**src/rtl/frame_dma_pkg.sv**
```systemverilog
// Shared types and helpers for the multi-channel frame capture DMA.
package frame_dma_pkg;

  typedef enum logic [1:0] {
    IDLE  = 2'd0,
    ARMED = 2'd1,
    RUN   = 2'd2,
    DONE  = 2'd3
  } ch_state_e;

  localparam int WRAP_CNT_W = 8;

  // Channel-index width; a single channel still needs a 1-bit wr_ch.
  function automatic int ch_w(input int n);
    return (n > 1) ? $clog2(n) : 1;
  endfunction

endpackage

```
**src/rtl/frame_dma_mc_fifo.sv**
```systemverilog
// Small synchronous FIFO with flush; a push into a full FIFO is accepted
// only when a pop happens in the same cycle.
module sync_fifo #(
  parameter int DATA_W = 8,
  parameter int DEPTH  = 4
) (
  input  logic              clk,
  input  logic              rst_n,
  input  logic              flush,
  input  logic              push,
  input  logic              pop,
  input  logic [DATA_W-1:0] din,
  output logic [DATA_W-1:0] dout,
  output logic              full,
  output logic              empty
);

  localparam int AW = $clog2(DEPTH);

  logic [DATA_W-1:0] mem [DEPTH];
  logic [AW-1:0]     wr_ptr, rd_ptr;
  logic [AW:0]       count;
  logic              do_push, do_pop;

  assign full    = (count == (AW+1)'(DEPTH));
  assign empty   = (count == '0);
  assign dout    = mem[rd_ptr];
  assign do_pop  = pop && !empty;
  assign do_push = push && (!full || do_pop);

  // Pointer and occupancy bookkeeping; flush empties the FIFO in one cycle.
  always_ff @(posedge clk or negedge rst_n) begin
    if (!rst_n) begin
      wr_ptr <= '0;
      rd_ptr <= '0;
      count  <= '0;
    end else if (flush) begin
      wr_ptr <= '0;
      rd_ptr <= '0;
      count  <= '0;
    end else begin
      if (do_push) wr_ptr <= wr_ptr + AW'(1);
      if (do_pop)  rd_ptr <= rd_ptr + AW'(1);
      case ({do_push, do_pop})
        2'b10:   count <= count + (AW+1)'(1);
        2'b01:   count <= count - (AW+1)'(1);
        default: count <= count;
      endcase
    end
  end

  // Storage array, written only on an accepted push.
  always_ff @(posedge clk) begin
    if (do_push && !flush) mem[wr_ptr] <= din;
  end

endmodule

```
**src/rtl/frame_dma_mc.sv**
```systemverilog
// Multi-channel capture DMA: per-channel stream FIFOs, round-robin onto a
// single registered SRAM write port, one-shot or ring buffering per channel.
//
// Per-channel FSM:
//   state | meaning
//   IDLE  | inactive, waiting for start
//   ARMED | started, waiting for a beat carrying sof
//   RUN   | capturing beats and writing them out
//   DONE  | one-shot frame fully written, waiting for start
module frame_dma_mc
  import frame_dma_pkg::*;
#(
  parameter int NUM_CH     = 2,
  parameter int DATA_W     = 8,
  parameter int ADDR_W     = 16,
  parameter int FIFO_DEPTH = 4
) (
  input  logic                         clk,
  input  logic                         rst_n,
  input  logic [NUM_CH-1:0]            start,
  input  logic [NUM_CH-1:0]            abort,
  input  logic [NUM_CH-1:0]            ring_mode,
  input  logic [NUM_CH*ADDR_W-1:0]     ch_base,
  input  logic [NUM_CH*ADDR_W-1:0]     ch_len,
  input  logic [NUM_CH-1:0]            in_valid,
  input  logic [NUM_CH-1:0]            in_sof,
  input  logic [NUM_CH*DATA_W-1:0]     in_data,
  output logic                         wr_valid,
  input  logic                         wr_ready,
  output logic [ADDR_W-1:0]            wr_addr,
  output logic [DATA_W-1:0]            wr_data,
  output logic [ch_w(NUM_CH)-1:0]      wr_ch,
  output logic [NUM_CH-1:0]            busy,
  output logic [NUM_CH-1:0]            done,
  output logic [NUM_CH-1:0]            done_pulse,
  output logic [NUM_CH-1:0]            overflow,
  output logic [NUM_CH*WRAP_CNT_W-1:0] wrap_count,
  output logic [NUM_CH*ADDR_W-1:0]     bytes_written
);

  localparam int CH_W = ch_w(NUM_CH);

  logic [NUM_CH-1:0] req, pop, fifo_empty;
  logic [DATA_W-1:0] fifo_dout [NUM_CH];
  logic [ADDR_W-1:0] ld_addr   [NUM_CH];
  logic [CH_W-1:0]   last_grant, grant, grant_hi, grant_lo;
  logic              found_hi, found_lo, grant_ok, stage_free;

  // An aborted owner frees the output stage just like an acceptance does.
  assign stage_free = !wr_valid || wr_ready || abort[wr_ch];

  for (genvar c = 0; c < NUM_CH; c++) begin : g_ch
    ch_state_e             state_q, state_d;
    logic [ADDR_W-1:0]     base_q, len_q, push_cnt_q, issue_off_q, bytes_q;
    logic [ADDR_W-1:0]     start_len;
    logic [WRAP_CNT_W-1:0] wrap_q;
    logic                  ring_q, done_q, ovf_q, pulse_q;
    logic                  start_ok, in_active, attempt, fifo_push, fifo_full;
    logic                  drop, acc, last_acc;

    assign start_len = ch_len[c*ADDR_W +: ADDR_W];
    assign acc       = wr_valid && wr_ready && (wr_ch == CH_W'(c)) && !abort[c];
    assign req[c]    = !fifo_empty[c] && !abort[c];
    assign ld_addr[c] = base_q + issue_off_q;

    sync_fifo #(
      .DATA_W (DATA_W),
      .DEPTH  (FIFO_DEPTH)
    ) u_fifo (
      .clk   (clk),
      .rst_n (rst_n),
      .flush (abort[c]),
      .push  (fifo_push),
      .pop   (pop[c]),
      .din   (in_data[c*DATA_W +: DATA_W]),
      .dout  (fifo_dout[c]),
      .full  (fifo_full),
      .empty (fifo_empty[c])
    );

    // Channel state register.
    always_ff @(posedge clk or negedge rst_n) begin
      if (!rst_n) state_q <= IDLE;
      else        state_q <= state_d;
    end

    // Next-state: abort dominates, len==0 completes immediately.
    always_comb begin
      state_d = state_q;
      if (abort[c]) begin
        state_d = IDLE;
      end else begin
        case (state_q)
          IDLE, DONE: if (start[c]) state_d = (start_len == '0) ? DONE : ARMED;
          ARMED:      if (fifo_push) state_d = RUN;
          RUN:        if (last_acc && !ring_q) state_d = DONE;
          default:    state_d = IDLE;
        endcase
      end
    end

    // Per-state qualification of start, incoming beats and completion.
    always_comb begin
      start_ok  = 1'b0;
      in_active = 1'b0;
      case (state_q)
        IDLE, DONE: start_ok  = start[c] && !abort[c];
        ARMED:      in_active = in_sof[c];
        RUN:        in_active = ring_q || (push_cnt_q < len_q);
        default:    in_active = 1'b0;
      endcase
      attempt   = in_valid[c] && in_active && !abort[c];
      fifo_push = attempt && (!fifo_full || pop[c]);
      drop      = attempt && fifo_full && !pop[c];
      last_acc  = acc && (state_q == RUN) && (bytes_q == len_q - ADDR_W'(1));
    end

    // Latched configuration, counters and sticky status.
    always_ff @(posedge clk or negedge rst_n) begin
      if (!rst_n) begin
        base_q      <= '0;
        len_q       <= '0;
        ring_q      <= 1'b0;
        push_cnt_q  <= '0;
        issue_off_q <= '0;
        bytes_q     <= '0;
        wrap_q      <= '0;
        done_q      <= 1'b0;
        ovf_q       <= 1'b0;
        pulse_q     <= 1'b0;
      end else begin
        pulse_q <= 1'b0;
        if (abort[c]) begin
          done_q      <= 1'b0;
          push_cnt_q  <= '0;
          issue_off_q <= '0;
        end else if (start_ok) begin
          base_q      <= ch_base[c*ADDR_W +: ADDR_W];
          len_q       <= start_len;
          ring_q      <= ring_mode[c];
          push_cnt_q  <= '0;
          issue_off_q <= '0;
          bytes_q     <= '0;
          wrap_q      <= '0;
          ovf_q       <= 1'b0;
          done_q      <= (start_len == '0);
          pulse_q     <= (start_len == '0);
        end else begin
          if (fifo_push)
            push_cnt_q <= (ring_q && push_cnt_q == len_q - ADDR_W'(1)) ? '0
                                                                       : push_cnt_q + ADDR_W'(1);
          if (drop) ovf_q <= 1'b1;
          // Address offset advances at load time so back-to-back beats of one
          // channel get consecutive addresses before the earlier one is accepted.
          if (pop[c])
            issue_off_q <= (ring_q && issue_off_q == len_q - ADDR_W'(1)) ? '0
                                                                         : issue_off_q + ADDR_W'(1);
          if (last_acc) begin
            pulse_q <= 1'b1;
            if (ring_q) begin
              bytes_q <= '0;
              if (wrap_q != '1) wrap_q <= wrap_q + WRAP_CNT_W'(1);
            end else begin
              bytes_q <= bytes_q + ADDR_W'(1);
              done_q  <= 1'b1;
            end
          end else if (acc) begin
            bytes_q <= bytes_q + ADDR_W'(1);
          end
        end
      end
    end

    assign busy[c]       = (state_q == ARMED) || (state_q == RUN);
    assign done[c]       = done_q;
    assign done_pulse[c] = pulse_q;
    assign overflow[c]   = ovf_q;
    assign wrap_count[c*WRAP_CNT_W +: WRAP_CNT_W] = wrap_q;
    assign bytes_written[c*ADDR_W +: ADDR_W]      = bytes_q;
  end

  // Round-robin pick: lowest requester above last_grant, else lowest overall.
  always_comb begin
    found_hi = 1'b0;
    found_lo = 1'b0;
    grant_hi = '0;
    grant_lo = '0;
    for (int c = NUM_CH - 1; c >= 0; c--) begin
      if (req[c]) begin
        if (c > int'(last_grant)) begin
          found_hi = 1'b1;
          grant_hi = CH_W'(c);
        end else begin
          found_lo = 1'b1;
          grant_lo = CH_W'(c);
        end
      end
    end
    grant_ok = found_hi || found_lo;
    grant    = found_hi ? grant_hi : grant_lo;
    pop      = '0;
    if (grant_ok && stage_free) pop[grant] = 1'b1;
  end

  // Registered write stage; holds while stalled, reloads on accept or abort.
  always_ff @(posedge clk or negedge rst_n) begin
    if (!rst_n) begin
      wr_valid   <= 1'b0;
      wr_addr    <= '0;
      wr_data    <= '0;
      wr_ch      <= '0;
      last_grant <= CH_W'(NUM_CH - 1);
    end else if (stage_free) begin
      wr_valid <= grant_ok;
      if (grant_ok) begin
        wr_addr    <= ld_addr[grant];
        wr_data    <= fifo_dout[grant];
        wr_ch      <= (NUM_CH == 1) ? '0 : grant;
        last_grant <= grant;
      end
    end
  end

endmodule

```
**config.mk**
```make
export PLATFORM = sky130hd
export DESIGN_NAME = frame_dma_mc
export DESIGN_NICKNAME = d
export VERILOG_FILES = /design/src/rtl/frame_dma_pkg.sv /design/src/rtl/frame_dma_mc_fifo.sv /design/src/rtl/frame_dma_mc.sv
export SDC_FILE = /design/constraint.sdc
export NUM_CORES = 1
export LEC_CHECK = 0
export ABC_AREA = 1
export ABC_CLOCK_PERIOD_IN_PS = 3300
export CELL_PAD_IN_SITES_DETAIL_PLACEMENT = 0
export CELL_PAD_IN_SITES_GLOBAL_PLACEMENT = 2
export CORE_UTILIZATION = 34
export CTS_CLUSTER_DIAMETER = 100
export DETAILED_ROUTE_END_ITERATION = 10
export PLACE_DENSITY = 0.77
export SLEW_MARGIN = 25
export SYNTH_ARGS = -nofsm -noshare
export SYNTH_HDL_FRONTEND = slang
export SYNTH_SLANG_ARGS = --single-unit
```
**constraint.sdc**
```tcl
create_clock -name clk -period 3.3 [get_ports clk]
set_input_delay 0.66 -clock clk [delete_from_list [all_inputs] [get_ports clk]]
set_output_delay 0.66 -clock clk [all_outputs]
set_load 0.02 [all_outputs]
```
==> impl_metrics.ini <==
[sta]
final_setup_tns_ps = 0
rsz0062_at_grt = false
report.final.hold_viol_count = 0
tightestPinTransition_ps = 786.8
layout_worst_path_cycle_share_pct = 90.98
timing.hold.ws_ps = 105.5
period_needed_ps = 3002
count_of_final_max_slew_check_failures = 0
max_clock_freq_mhz = 333.1
report.final.setup_viol = 0
fin_worst_skew_ps = 13.59
max_slew_headroom_at_the_worst_pin_pct = 47.55

[synthesis]
synth-async-reset-ratio_pct = 78.16
synth_enable_flop_cells = 64
combinational_family_with_the_most_area_after_synthesis = simple AND/OR/NAND/NOR gates
ys_warn_count = 0
mappedNetlistArea_mm2 = 0.01813
fraction_of_the_mapped_netlist_area_in_compound_gates_pct = 10.55
synthesis.area_per_instance_um2 = 7.649
adder_cell_fraction_of_synth_area_pct = 6.239
ys_seq_elements = 293
synth-seq-area-share_pct = 42.22
synthFlopType = sky130_fd_sc_hd__dfrtp_1
mappedNetlistNets = 2551
yosys-mux-area-fraction_pct = 0
yosys.area_share.simple_pct = 30.17
synth-xor-area-share_pct = 4.051
synth_cell_types = 64
netlist_instances = 2370

[floorplanning]
design.die.area_mm2 = 0.05425
chipWidth_um = 232.9
placementRows = 84
floorplan.initialDensity_pct = 34.43
ioPinCount = 175
core_area_mm2 = 0.05266
die_height_um = 232.9

[clocking]
maximum_number_of_buffers_from_clock_root_to_sink = 3
cts.hold.buffers_added = 0
cts_inserted_buffers = 38
cts_tree = done
post_cts_resized = 0
post_cts_buffers = 0
cts_sinks = 293
cts.reportedPaths.clkPinSlew_ps = 60
clock_latency_ps = 550
h_tree_depth = 2
cts-root-buf = sky130_fd_sc_hd__clkbuf_16

[pwr]
pwr-share-clk_pct = 28.6
power.density_cell_area_mw_per_mm2 = 715.2
power.static_leakage_uw = 0.01017
netSwitchingFraction_pct = 41.03
switchingPower_uw = 6537
power_frac_seq_pct = 32.3
portion_of_total_power_attributed_to_combinational_logic_pct = 39.1
power_report.internal_total_uw = 9396
worst_voltage_drop_across_the_vdd_grid_mv = 0.3151

[drt]
final_antenna_net_count = 0
vias_per_cell = 4.956
avgRoutedWirePerCell_um = 17.79
drt-initial-drc-count = 908
number_of_vias_in_the_routed_layout = 16359
totalWireLength_um = 58730
first_pass_iteration_count_of_the_detailed_router = 5
drc = 0

[grt]
antenna_found_initial = 1
gr-total-overflow = 0
grt_start_max_net_pins = 82
grt_pass1_wl_um = 91850
grt_usage_pct = 21.88
via_count_of_the_first_global_routing_pass = 15910

[cells_and_area]
stdcell_area_mm2 = 0.02228
diodes = 0
final_common_cell = sky130_fd_sc_hd__nand2_1
proportion_of_layout_cells_with_a_drive_suffix_above_1_pct = 7.884
num-nets-final = 2765
signed_area_change_from_the_synthesized_netlist_to_the_final_layout_pct = 22.89
final_cell_mix = 663 x sky130_fd_sc_hd__nand2_1, 237 x sky130_fd_sc_hd__inv_1, 228 x sky130_fd_sc_hd__dfrtp_1

[critical_path]
cells_along_the_critical_path = inv_1 > ha_1 > nand2_1 > inv_1 > nor2_1 > o21ai_0 > a21oi_1 > nand2_1 > nand2_1 > nand2_1 > nand2_1 > nand2_1 > nand2_1 > inv_1 > fa_1 > xor2_1 > xor2_1 > inv_1 > nand2_1 > nand2_1
worst_setup_path_end_kind = register
cell_repeated_most_along_the_worst_path = sky130_fd_sc_hd__nand2_1
type_of_the_setup_path_with_the_least_slack = register to register
cp.arrival_ps = 3450
worst_path_max_delay_cell = sky130_fd_sc_hd__dfrtp_1
worst-path-max-fanout = 4
worstPathRequired_ps = 3740
critical_path.max_stage_delay_ps = 400
cp-start-kind = register
timing.reg2reg.setup_slack_ps = 300

[place]
placement_cell_area_mm2 = 0.02091
portBuffers = 174
hpwl_reported_at_the_end_of_detailed_placement_um = 45550
globalplace.congestion = 0.8738

[hold_path]
worst_hold_class = input pin to asynchronous set/reset pin

[status]
run_status = complete, no violations

[job]
drv.max_cap_violation_count = 0
cell type report:
cell class	count	area, um2
Clock buffer	49	1096
Inverter	258	970.9
Multi-Input combinational cell	1769	9253
Sequential cell	293	7654
Fill cell	5383	30380
Clock inverter	20	272.8
Tap cell	688	860.8
Timing Repair Buffer	224	2172
metrics by stage:
| step | cells | power [uW] | worst slack (ps) | util (%) |
|---|---|---|---|---|
| after floorplan | 2370 | 8961 | 712.9 | - |
| after global placement | 3232 | 11430 | 74.24 | 39.71 |
| after detailed placement | 3232 | 11470 | 29.38 | 39.71 |
| after CTS | 3301 | 16150 | 295.7 | 42.31 |
| after global routing | 3301 | 17050 | 22.94 | 42.31 |
| final | 3301 | 15930 | 297.5 | 42.31 |
cells in the mapped netlist (all sizes together) (2+ instances only):
| library cell | n | share of area, % |
|---|---|---|
| edfxtp | 64 | 11 |
| a21boi | 2 | 0.083 |
| nand2 | 678 | 14 |
| xnor2 | 5 | 0.24 |
| nor4 | 14 | 0.48 |
| nand3b | 8 | 0.33 |
| nor3b | 8 | 0.33 |
| o21ai | 165 | 4.8 |
| o211ai | 4 | 0.19 |
| and2 | 2 | 0.069 |
| a211oi | 4 | 0.22 |
| a21oi | 109 | 3.0 |
| clkbuf | 29 | 0.60 |
| a31oi | 16 | 0.55 |
| nor2 | 244 | 5.5 |
| xor2 | 78 | 3.8 |
| and3 | 3 | 0.10 |
| fa | 4 | 0.44 |
| nand3 | 191 | 5.5 |
| buf | 21 | 0.81 |
| o31ai | 3 | 0.12 |
| ha | 84 | 5.8 |
| or2 | 11 | 0.38 |
| o21bai | 3 | 0.12 |
| o311ai | 2 | 0.097 |
| a21o | 3 | 0.12 |
| dfrtp | 228 | 31 |
| inv | 255 | 5.3 |
| o21a | 4 | 0.17 |
| nand4 | 40 | 1.4 |
| nor3 | 56 | 1.7 |
| clkinv | 3 | 0.062 |
| o22ai | 20 | 0.69 |
cell families after synthesis:
kind of cell               after synthesis
adders and majority gates               88
buffers and inverters                  308
AOI/OAI and AO/OA                      342
DFF                                    293
and+or+nand+nor                       1256
xor gates and xnor gates                83
flip-flops by register name, indices dropped and copies added (netlist names):
| signal | cells |
|---|---|
| g_ch.pulse_q | 2 |
| g_ch.len_q | 32 |
| wr_ch | 1 |
| g_ch.u_fifo.rd_ptr | 4 |
| g_ch.wrap_q | 16 |
| g_ch.ring_q | 2 |
| wr_valid | 1 |
| g_ch.base_q | 32 |
| g_ch.u_fifo.count | 6 |
| wr_addr | 16 |
| g_ch.done_q | 2 |
| g_ch.push_cnt_q | 32 |
| g_ch.issue_off_q | 32 |
| g_ch.u_fifo.mem | 64 |
| g_ch.state_q | 4 |
| last_grant | 1 |
| wr_data | 8 |
| g_ch.u_fifo.wr_ptr | 4 |
| g_ch.bytes_q | 32 |
| g_ch.ovf_q | 2 |
power groups by stage:
| stage | registers [uW] | logic, uW | clock network (uW) |
|---|---|---|---|
| after CTS | 5150 | 6300 | 4700 |
| final | 5150 | 6230 | 4550 |
| after floorplan | 5220 | 3740 | 0 |
| after detailed placement | 5200 | 6270 | 0 |
| after global routing | 5240 | 7000 | 4810 |
| after global placement | 5200 | 6240 | 0 |
layer usage:
metal  vias up  track usage (%)  part of all wire [%]
met5         -                0                 0.022
met4         2            6.189                   2.6
met3        75            2.953                   3.7
met2       320            37.95                    49
met1      7687            28.25                    45
li1       8275                -                     -
worst paths after layout:
path                                   start                 endpoint  depth (start not counted)
max                        g_ch[0].len_q[13]  g_ch[0].u_fifo.count[2]                         20
min                                    rst_n        g_ch[0].len_q[15]                          1
max reg2reg                g_ch[0].len_q[13]  g_ch[0].u_fifo.count[2]                         20
min reg2reg                       last_grant               last_grant                          2
max in group asynchronous              rst_n              wr_addr[15]                          2
min in group clk                  last_grant               last_grant                          2
worst max-delay path, delay by kind of cell (launching register included):
| kind | cells | cell delay [ps] |
|---|---|---|
| AOI/OAI and AO/OA | 2 | 380 |
| xor gates and xnor gates | 2 | 370 |
| adders and majority gates | 2 | 680 |
| buffers and inverters | 4 | 240 |
| DFF | 1 | 400 |
| and+or+nand+nor | 10 | 830 |
Note: power is estimated with default switching activity, not from simulation.
==> edit (config.mk and constraints unchanged) <==
`DATA_W` is set to 8 in 2 places; all go to 12.
--- a/src/rtl/frame_dma_mc_fifo.sv
+++ b/src/rtl/frame_dma_mc_fifo.sv
@@ -1,7 +1,7 @@
 // Small synchronous FIFO with flush; a push into a full FIFO is accepted
 // only when a pop happens in the same cycle.
 module sync_fifo #(
-  parameter int DATA_W = 8,
+  parameter int DATA_W = 12,
   parameter int DEPTH  = 4
 ) (
   input  logic              clk,
--- a/src/rtl/frame_dma_mc.sv
+++ b/src/rtl/frame_dma_mc.sv
@@ -11,7 +11,7 @@
   import frame_dma_pkg::*;
 #(
   parameter int NUM_CH     = 2,
-  parameter int DATA_W     = 8,
+  parameter int DATA_W     = 12,
   parameter int ADDR_W     = 16,
   parameter int FIFO_DEPTH = 4
 ) (
Interface: changed (resized in_data and wr_data); port bits go from 175 to 187. The function was not compared with the original's and may differ.
==> edit against the unedited design <==
  * Sequential power increased by 14%
  * Sequential cell count increased by 36
  * Final cell count increased by 7.1%
  * Count of clock-buffer cells in the layout increased by 8
  * Critical path depth decreased by 1
  * First-iteration DRC count increased by 27%
  * Total power increased by 15%
  * Worst setup slack improved by 0.10 ns
  * Final area increased by 8.1%
  * Wire length increased by 6.0%
  * Area after synthesis increased by 8.2%
  * Highest routed layer is now met4
==> edit: results (changes against the unedited design) <==
Parameter                              Value

Outcome
  Status    finished, final reports clean

Placed design
  Number of I/O port buffers    186 (+6.9%)
  Post-place instance area    0.0226 mm² (+8.1%)
  Detailed placement HPWL    47400 µm (+4.0%)
  Post-Place Setup Slack    0.0867 ns (+0.0573 ns)
  Cell Count Post-Placement    3464 (+7.2%)
  Routability cong.    0.867 (-0.84%)

Power and ir drop
  Cell Pwr Density    759 mW/mm² (+6.1%)
  Internal power of the cells    0.0106 W (+12%)
  Relative contribution of combinational cells to total power    41.7% (+2.6 points)
  Leak pwr    11.1 nW (+8.9%)
  Power consumed by sequential cells    0.00585 W (+14%)
  Largest voltage drop on the vdd net    0.500 mV (+59%)

Final layout
  Combined area of the multi-input logic cells    0.00958 mm² (+3.6%)
  Buffering overhead    9.85% (+0.10 points)
  Reg area    0.00871 mm² (+14%)
  Fraction of final layout cells sized beyond drive strength 1    7.34% (-0.55 points)
  Number of non-clock buffers    250 (+12%)
  Max reg flops    96 (+50%)
  Final nets    2941 (+6.4%)
  Multi-input gate share of the layout cell area    39.8% (-1.7 points)
  Clock Network Area Fraction    6.07% (-0.079 points)

Clock tree
  Number of clock sinks seen by CTS    329 (+12%)
  Total clock buffers created by CTS    42 (+11%)
  Clock latency of the later-clocked register in the worst-skew pair    0.58 ns (+0.03 ns)

Global route
  Vias in the first global route    17300 (+8.6%)
  Global-route wire length before repair    99100 µm (+7.9%)
  Overall routing resource usage    21.3% (-0.57 points)
  Largest net degree at the start of global routing    91 (+11%)

Routing
  Violation count after the first detailed-route iteration    1151 (+27%)
  Detailed-route wire length    62300 µm (+6.0%)
  Detail-routed net length per standard cell    17.6 µm (-1.1%)
  Vias post-DR    17600 (+7.5%)

Logic synthesis
  Commonest cells in the netlist    sky130_fd_sc_hd__nand2_1 (736), sky130_fd_sc_hd__inv_1 (245), sky130_fd_sc_hd__nor2_1 (244)
  Distinct cell type count of the synthesized netlist    55 (-14%)
  Per-instance average area after synthesis    7.77 µm² (+1.6%)
  Number of enable flip-flop cells after synthesis    96 (+50%)
  Biggest area contributors in the synthesized netlist    sky130_fd_sc_hd__dfrtp_1 (30%), sky130_fd_sc_hd__edfxtp_1 (15%), sky130_fd_sc_hd__nand2_1 (14%)
  Mapped Nets    2713 (+6.4%)
  XOR/XNOR share of the synthesized area    3.92% (-0.13 points)
  Asr flop ratio synth    70.8% (-7.3 points)
  Fraction of the mapped netlist area in compound gates    9.50% (-1.0 points)
  Portion of the post-synthesis area used by sequential elements    44.4% (+2.2 points)

Floorplanning
  Area of the die    0.0587 mm² (+8.1%)

Setup path
  Logic depth of the worst register-to-register path    19 (-5.0%)
  Origin of the critical flop-to-flop path    g_ch[1].len_q[13]
  Arrival time of the worst setup path    3.42 ns (-0.03 ns)
  Reg-to-reg endpoint    g_ch[1].u_fifo.count[2]

STA
  Worst-case hold slack    0.127 ns (+0.0210 ns)
edit: cell types whose count changed in the layout (fill, tap and decap cells not counted), sizes merged, moves of 7 or more:
cell           delta
nor3             -11
o311ai            +7
buf              +14
inv               +8
o21ai            -16
nand3            +10
clkdlybuf4s50    +12
nand2            +77
edfxtp           +32
nor2             +13
clkbuf            +8
a21oi            +21
edit: worst max-delay path by stage:
stage,depth (start not counted),end,from
finish,19,g_ch[1].u_fifo.count[2],g_ch[1].len_q[13]
global placement,8,g_ch[1].bytes_q[15],abort[1]
floorplan,17,g_ch[1].u_fifo.count[2],abort[0]
global route,20,g_ch[0].u_fifo.count[2],g_ch[0].len_q[5]
CTS,17,g_ch[1].u_fifo.count[2],g_ch[1].len_q[11]
detailed placement,8,g_ch[1].bytes_q[14],abort[1]
edit: layer usage:
metal / vias to the layer above / part of all wire, % / track usage, %
met5: - / 0 / 0
met4: 0 / 1.7 / 4.86
met3: 57 / 3.8 / 2.89
met2: 309 / 46 / 34.3
met1: 8427 / 49 / 30.3
li1: 8792 / - / -
